===== src/rtl/load_store_unit.sv =====
// RV32I load/store unit between the MEM stage and a word-wide data memory.
// Sub-word stores use a registered read-modify-write; misaligned or illegal requests never reach memory.
module load_store_unit #(
    parameter int unsigned AW = 32,
    parameter int unsigned DW = 32
) (
    input  logic          clk,
    input  logic          rst,
    input  logic          req_valid,
    output logic          req_ready,
    input  logic          req_store,
    input  logic [2:0]    req_funct3,
    input  logic [AW-1:0] req_adr,
    input  logic [DW-1:0] req_wdata,
    output logic          resp_valid,
    output logic          resp_err,
    output logic [DW-1:0] resp_rdata,
    output logic [AW-1:0] memAdr,
    output logic [DW-1:0] writeData,
    output logic          memWrite,
    input  logic [DW-1:0] readData
);

    localparam int unsigned SHIFT_W = 5;

    typedef enum logic [2:0] {IDLE, LOAD, READ, WRITE, DONE} lsuState;

    lsuState       state;
    logic          storeQ;
    logic [2:0]    funct3Q;
    logic [AW-1:0] adrQ;
    logic [DW-1:0] wdataQ;
    logic          memWriteQ;

    logic               accept;
    logic               reqErr;
    logic [SHIFT_W-1:0] laneShift;
    logic [DW-1:0]      loadShifted;
    logic [DW-1:0]      loadData;
    logic [DW-1:0]      storeMask;
    logic [DW-1:0]      mergedWord;

    assign accept      = req_valid & req_ready;
    assign memAdr      = {adrQ[AW-1:2], 2'b00};
    // A write pending in the reset cycle must not reach memory.
    assign memWrite    = memWriteQ & ~rst;
    assign laneShift   = {adrQ[1:0], 3'b000};
    assign loadShifted = readData >> laneShift;
    assign mergedWord  = (readData & ~storeMask) | ((wdataQ << laneShift) & storeMask);

    // Alignment and funct3 legality of the incoming request.
    always_comb begin
        reqErr = 1'b1;
        case (req_funct3)
            3'b000:  reqErr = 1'b0;
            3'b100:  reqErr = req_store;
            3'b001:  reqErr = req_adr[0];
            3'b101:  reqErr = req_store | req_adr[0];
            3'b010:  reqErr = |req_adr[1:0];
            default: reqErr = 1'b1;
        endcase
    end

    always_comb begin
        loadData = '0;
        case (funct3Q)
            3'b000:  loadData = {{24{loadShifted[7]}}, loadShifted[7:0]};
            3'b100:  loadData = {24'h0, loadShifted[7:0]};
            3'b001:  loadData = {{16{loadShifted[15]}}, loadShifted[15:0]};
            3'b101:  loadData = {16'h0, loadShifted[15:0]};
            3'b010:  loadData = readData;
            default: loadData = '0;
        endcase
    end

    always_comb begin
        storeMask = '1;
        case (funct3Q[1:0])
            2'b00:   storeMask = DW'(32'h0000_00FF) << laneShift;
            2'b01:   storeMask = DW'(32'h0000_FFFF) << laneShift;
            default: storeMask = '1;
        endcase
    end

    always_ff @(posedge clk) begin
        if (rst) begin
            state      <= IDLE;
            req_ready  <= 1'b1;
            resp_valid <= 1'b0;
            resp_err   <= 1'b0;
            resp_rdata <= '0;
            memWriteQ  <= 1'b0;
            writeData  <= '0;
            storeQ     <= 1'b0;
            funct3Q    <= '0;
            adrQ       <= '0;
            wdataQ     <= '0;
        end else begin
            case (state)
                IDLE: begin
                    if (accept) begin
                        storeQ    <= req_store;
                        funct3Q   <= req_funct3;
                        adrQ      <= req_adr;
                        wdataQ    <= req_wdata;
                        req_ready <= 1'b0;
                        if (reqErr) begin
                            state      <= DONE;
                            resp_valid <= 1'b1;
                            resp_err   <= 1'b1;
                            resp_rdata <= '0;
                        end else if (!req_store) begin
                            state <= LOAD;
                        end else if (req_funct3 == 3'b010) begin
                            state     <= WRITE;
                            memWriteQ <= 1'b1;
                            writeData <= req_wdata;
                        end else begin
                            state <= READ;
                        end
                    end
                end
                LOAD: begin
                    state      <= DONE;
                    resp_valid <= 1'b1;
                    resp_rdata <= storeQ ? '0 : loadData;
                end
                // The merged word is captured here and written in WRITE.
                READ: begin
                    state     <= WRITE;
                    memWriteQ <= 1'b1;
                    writeData <= mergedWord;
                end
                WRITE: begin
                    state      <= DONE;
                    memWriteQ  <= 1'b0;
                    writeData  <= '0;
                    resp_valid <= 1'b1;
                    resp_rdata <= '0;
                end
                DONE: begin
                    state      <= IDLE;
                    resp_valid <= 1'b0;
                    resp_err   <= 1'b0;
                    req_ready  <= 1'b1;
                end
                default: begin
                    state     <= IDLE;
                    req_ready <= 1'b1;
                end
            endcase
        end
    end

endmodule


===== config.mk =====
export PLATFORM = sky130hd
export DESIGN_NAME = load_store_unit
export DESIGN_NICKNAME = d
export VERILOG_FILES = /design/src/rtl/load_store_unit.sv
export SDC_FILE = /design/constraint.sdc
export NUM_CORES = 1
export LEC_CHECK = 0
export CORE_ASPECT_RATIO = 1.25
export CORE_MARGIN = 2
export CORE_UTILIZATION = 35
export CTS_BUF_LIST = sky130_fd_sc_hd__clkbuf_8
export DETAILED_ROUTE_END_ITERATION = 7
export DONT_BUFFER_PORTS = 1
export GPL_TIMING_DRIVEN = 1
export HOLD_SLACK_MARGIN = 0.1
export PLACE_DENSITY = 0.59
export SYNTH_ARGS = -nofsm -noshare
export SYNTH_HDL_FRONTEND = slang
export SYNTH_SLANG_ARGS = --single-unit

===== constraint.sdc =====
create_clock -name clk -period 2.9 [get_ports clk]
set_input_delay 0.29 -clock clk [delete_from_list [all_inputs] [get_ports clk]]
set_output_delay 0.29 -clock clk [all_outputs]
set_load 0.05 [all_outputs]

==> results.sh <==
export IMPL_status="finished, final reports clean"
export IMPL_grt_pass1_wl_microns=34860
export IMPL_synth_edff_count=0
export IMPL_ant_nets=0
export IMPL_netlist_instances=826
export IMPL_pwr_density_cell_nw_per_um2=590.6
export IMPL_postCtsSetupBuffers=0
export IMPL_synth_top_cells_by_area="dfxtp_1, nand2_1, a21oi_1, mux2i_1, o2bb2ai_1"
export IMPL_peakVddDrop_v=0.0002909
export IMPL_drv_slew=0
export IMPL_clock_skew_final_ps=7.985
export IMPL_synthDistinctLibCells=50
export IMPL_drt_iter0_drc=460
export IMPL_die_h_microns=160.5
export IMPL_gr_usage_all_layers_pct=21.87
export IMPL_drive_above_1_share_pct=10.84
export IMPL_path_max_fanout=34
export IMPL_final_cells=1141
export IMPL_die_area_sq_um=20730
export IMPL_final_min_clock_period_ps=2768
export IMPL_cts_sinks=139
export IMPL_nets=966
export IMPL_finalHoldViolations=0
export IMPL_max_freq_mhz=361.3
export IMPL_syn_area_sq_um=6854
export IMPL_dp_cells=1011
export IMPL_r2r_start="state[1]"
export IMPL_routed_wl_microns=22980
export IMPL_dr_pass1_iters=5
export IMPL_min_path_cells=2
export IMPL_r2r_end="writeData[26]"
export IMPL_grt_overflow=0
export IMPL_whs_endpoint="writeData[31]"
export IMPL_finalSetupViolCount=0
export IMPL_critPathKind="reg2reg"
export IMPL_die_w_microns=129.2
export IMPL_reg2reg_slack_ps=130
export IMPL_start_util_pct=35.46
export IMPL_startpoint_type="register"
export IMPL_post_dp_cell_area_sq_um=6769
export IMPL_num_vias=6129
export IMPL_cp_required_ps=3220
export IMPL_gp_congestion=0.8377
export IMPL_hold_buffers=98
export IMPL_synth_ff_type="dfxtp_1"
export IMPL_slew_headroom_pct=31.82
export IMPL_clk_latency_ps=460
export IMPL_critPathCaptureType="register"
export IMPL_core_area_sq_um=19330
export IMPL_io_buffers=0
export IMPL_rows=57
export IMPL_synth_most_common_cell="nand2_1"
export IMPL_synth_seq_cells=139
export IMPL_path_clk_slew_ps=80
export IMPL_cts_tree="done"
export IMPL_grt_max_degree=107
export IMPL_synth_top_area_share_pct=40.60
export IMPL_cts_resized=0
export IMPL_h_tree_depth=4
export IMPL_clock_path_buffers=2
export IMPL_p_leak_uw=0.002879
export IMPL_first_global_vias=5914
export IMPL_diodes=0
export IMPL_stdcell_area_sq_um=8227
export IMPL_dp_hpwl_microns=15530
export IMPL_hp_start="req_wdata[31]"
export IMPL_setup_tns_ps=0
export IMPL_tightest_slew_ps=1021
export IMPL_synth_yosys_warnings=0
export IMPL_fillers=1916
export IMPL_synthArstFlopShare_pct=0
export IMPL_ys_top_cells_by_count="nand2_1, dfxtp_1, a21oi_1, nor2_1, clkbuf_1"
export IMPL_root_buffer="clkbuf_8"
export IMPL_yosysSeqAreaShare_pct=40.60
export IMPL_hold_class="in2reg"
export IMPL_grt_setup_unrepaired="no"
export IMPL_cts_buffers=17
export IMPL_io_pins=203
export IMPL_area_delta_synth_final_pct=20.03
export IMPL_yosys_area_top_type="dfxtp_1"
export IMPL_rr_worst_depth=5
export IMPL_arrival_ps=3090
export IMPL_post_route_period_util_pct=95.45
export IMPL_wire_per_inst_microns=20.14
export IMPL_syn_avg_cell_area_sq_um=8.298
export IMPL_grt_antenna_before_repair=0
export IMPL_drv_cap=0
export IMPL_post_drt_via_cell_ratio=5.372
export IMPL_drc_errors=0
==> cells by family (layout without fill, tap and decap cells) <==
group / after synthesis / in the layout / synth area share, %
AO/OA/AOI/OAI: 256 / 256 / 27.31
buffers and inverters: 102 / 151 / 8.507
flip-flops: 139 / 139 / 40.60
multiplexers: 37 / 37 / 5.568
other: 1 / 2 / 0.05471
AND/OR/NAND/NOR: 291 / 291 / 17.96
==> worst max path at each step <==
stage               slack [ps]  cells past startpoint  startpoint             to
floorplan                  700                      7   req_ready  writeData[27]
global placement           690                      5  funct3Q[1]  writeData[11]
detailed placement         640                      5    state[0]   writeData[7]
CTS                        210                      5    state[0]  writeData[26]
global route                20                      5    state[0]  writeData[26]
finish                     130                      5    state[1]  writeData[26]
==> metal layers <==
metal	vias up	track usage, %	wire length (microns)
met5	-	0	0
met4	0	9.931	887
met3	50	7.562	2018
met2	226	33.66	10460
met1	2873	27.44	9614
li1	2980	-	-
==> power breakdown <==
part,switching [uW],total [uW],internal (uW)
logic,434,738,304
registers,281,2290,2000
clock network,810,1840,1030
==> area by class of cell <==
type	instances	area [sq um]	share of cell area, %
Tap cell	265	331.6	4.030
Multi-Input combinational cell	586	3506	42.62
Clock inverter	15	225.2	2.738
Clock buffer	17	234.0	2.844
Sequential cell	139	2785	33.86
Timing Repair Buffer	116	1134	13.78
Inverter	3	11.26	0.1369
==> state kept, by name, summed over array words and instances, names as in the netlist <==
| name | flops |
|---|---|
| adrQ | 32 |
| funct3Q | 3 |
| memWriteQ | 1 |
| req_ready | 1 |
| resp_err | 1 |
| resp_rdata | 32 |
| resp_valid | 1 |
| state | 3 |
| storeQ | 1 |
| wdataQ | 32 |
| writeData | 32 |
==> metrics by stage <==
step           setup WS (ps)  hold WS (ps)  utilization (%)  total power (uW)
3_5_place_dp           644.0         367.2            35.02              2916
5_1_grt                21.31         112.9            42.56              5067
3_3_place_gp           686.0         365.7            35.02              2907
4_1_cts                210.4         101.5            42.56              4893
2_1_floorplan          702.6         426.0                -              2836
6_report               131.9         121.1            42.56              4859
==> layout by cell type (no fill, tap or decap), types with 10 or more instances in the layout <==
master         instances
a21oi_1              104
mux2i_1               28
a221oi_2              11
clkbuf_8              17
nor3_1                18
nor2b_1               17
a211oi_1              13
buf_4                 18
dlygate4sd3_1         97
o211ai_1              17
nand2_1              176
dfxtp_1              137
a221oi_1              12
a211oi_2              12
o21ai_0               13
nor2_1                58
a211o_1               10
o2bb2ai_1             28
==> critical path: stages, from the launching register on <==
cell and delay, ps:
dfxtp_1 450, or4_4 790, o21a_4 440, a221oi_2 250, dlygate4sd3_1 610, a211oi_2 70
Power figures use the tool's default switching activity.
==> variant (config.mk and constraints unchanged) <==
Set the parameter `AW` to 64 (it was 32).
--- a/src/rtl/load_store_unit.sv
+++ b/src/rtl/load_store_unit.sv
@@ -1,7 +1,7 @@
 // RV32I load/store unit between the MEM stage and a word-wide data memory.
 // Sub-word stores use a registered read-modify-write; misaligned or illegal requests never reach memory.
 module load_store_unit #(
-    parameter int unsigned AW = 32,
+    parameter int unsigned AW = 64,
     parameter int unsigned DW = 32
 ) (
     input  logic          clk,
Ports: changed (resized memAdr and req_adr); port bits go from 203 to 267. The function was not compared with the original's and may differ.
==> variant against the original RTL <==
Core utilization down 1.0 points; total power grew 9.2%; non-clock buffer count rose by 37; clock skew increased by 5.3 ps; worst setup slack better by 120 ps; routed wire length is 18% higher; count of clock-buffer cells in the layout increased by 2; sequential cell count up 32; area after synthesis increased by 19%; via count rose by 18%; die area is 19% higher; final area up 16%; sequential power grew 27%.
==> variant: results (changes against the original RTL) <==
The average size of a mapped cell came out at 8.208 um2 (-1.1%). The share of post-route cells with drive strength above 1 is 8.558% (-2.3 points). On the critical path, the stage with the largest delay is an instance of sky130_fd_sc_hd__dlygate4sd3_1. The placed cell count came out at 1,162 (+15%). The tools report the worst setup path startpoint as req_ready. The tools report the headroom to the max-slew limit as 35.15% (+3.3 points).

The global-route wire length before repair was 40,830 um (+17%). The peak supply drop is 291.2 uV (about the same). The maximum number of pins on one net before global-route repair was 137 (+28%). The final hold slack is 133.6 ps (+12.51 ps). By count the netlist is led by 240 x sky130_fd_sc_hd__nand2_1, 171 x sky130_fd_sc_hd__dfxtp_1, 136 x sky130_fd_sc_hd__a21oi_1, 69 x sky130_fd_sc_hd__buf_4, 59 x sky130_fd_sc_hd__nor2_1. The number of different library cells in the post-synthesis netlist came out at 49 (-2.0%). The switching share of total power works out to 33.51% (+2.1 points).

The final critical delay including setup and external delays was 2649 ps (-119.3 ps); the pre-CTS setup slack was 716.3 ps (+72.25 ps). In the post-synthesis netlist, the biggest area contributors are sky130_fd_sc_hd__dfxtp_1 42%, sky130_fd_sc_hd__nand2_1 11%, sky130_fd_sc_hd__a21oi_1 8.3%, sky130_fd_sc_hd__buf_4 6.3%, sky130_fd_sc_hd__mux2i_1 3.4%. The clock skew was 13.29 ps (+5.302 ps); the register area share after synthesis was 41.87% (+1.3 points). The global routing usage summed across all routing layers is 21.36% (-0.51 points), and the critical-path maximum fanout is 35 (+2.9%). For the global routing met1 resource utilization, the log shows 24.91% (-2.5 points). The cell area reported after detailed placement was 7818 um2 (+15%); the longest individual stage delay on the worst path was 570 ps (-220 ps).

The run gives 35.96% (+2.3 points) as the global routing usage on met2. The run gives 10,900 um (+13%) as the post-route met1 wirelength. The run gives 480 ps (+20 ps) as the later-pin clock latency in the skew report. The tools report the placed wire-length estimate after detailed placement as 17,920 um (+15%). The run gives 29.5% (-8.3 points) as the part of the power in the clock network. The run gives 3.382 nW (+17%) as the leakage power total. For the worst-case register-to-register setup slack, the log shows 250 ps (+120 ps). In this run the most critical hold path is launched from readData[15]. The total length of routed met2 wires was 13,060 um (+25%). The tools report the initial DRC count as 489 (+6.3%).

The number of global-route vias before repair came out at 7,085 (+20%). The routed length on met3 is 2600 um (+29%), and the critical path arrival is 3060 ps (-30 ps). The total number of vias was 7,219 (+18%); the met3 track demand over resource was 8.112% (+0.55 points). The run finished with clean final reports.
variant: changes by cell type in the layout (fill, tap and decap cells not counted), moves of 3 or more:
| cell | change |
|---|---|
| sky130_fd_sc_hd__bufinv_16 | -4 |
| sky130_fd_sc_hd__dlygate4sd3_1 | +37 |
| sky130_fd_sc_hd__dfxtp_1 | +32 |
| sky130_fd_sc_hd__clkinvlp_4 | +3 |
| sky130_fd_sc_hd__nand2_1 | +64 |
| sky130_fd_sc_hd__a21oi_1 | +32 |
| sky130_fd_sc_hd__inv_1 | +4 |
| sky130_fd_sc_hd__clkinv_4 | -7 |
variant: worst paths after layout:
check / to / cells past startpoint
worst max-delay path: writeData[21] / 8
worst min register to register: wdataQ[24] / 2
worst min-delay path: resp_rdata[15] / 3
worst max register to register: writeData[21] / 8
variant: worst max-delay path, delay by kind of cell, from the launching register on:
family                 cells  cell delay [ps]
flip-flops                 1              310
AND/OR/NAND/NOR            3              740
buffers and inverters      3             1150
AO/OA/AOI/OAI              2              350
variant: cell type report:
type	instances	area, um2
Clock buffer	19	261.5
Inverter	3	11.26
Fill cell	2350	13430
Timing Repair Buffer	153	1504
Sequential cell	171	3426
Tap cell	288	360.3
Multi-Input combinational cell	682	3885
Clock inverter	12	86.33
Antenna cell	1	2.502
variant: what timing repair did:
| action | in CTS | in global routing |
|---|---|---|
| hold buffers | 135 | 0 |
| hold endpoints to repair | 164 | 0 |
| buffers inserted | 0 | 0 |
| endpoints found under the setup margin | 0 | 0 |
variant: logic make-up after synthesis:
logic type / after synthesis / share of synthesized area [%]
muxes: 37 / 4.668
and+or+nand+nor: 355 / 17.86
other: 1 / 0.04587
buffers and inverters: 144 / 10.79
DFF: 171 / 41.87
AOI/OAI and AO/OA: 288 / 24.76
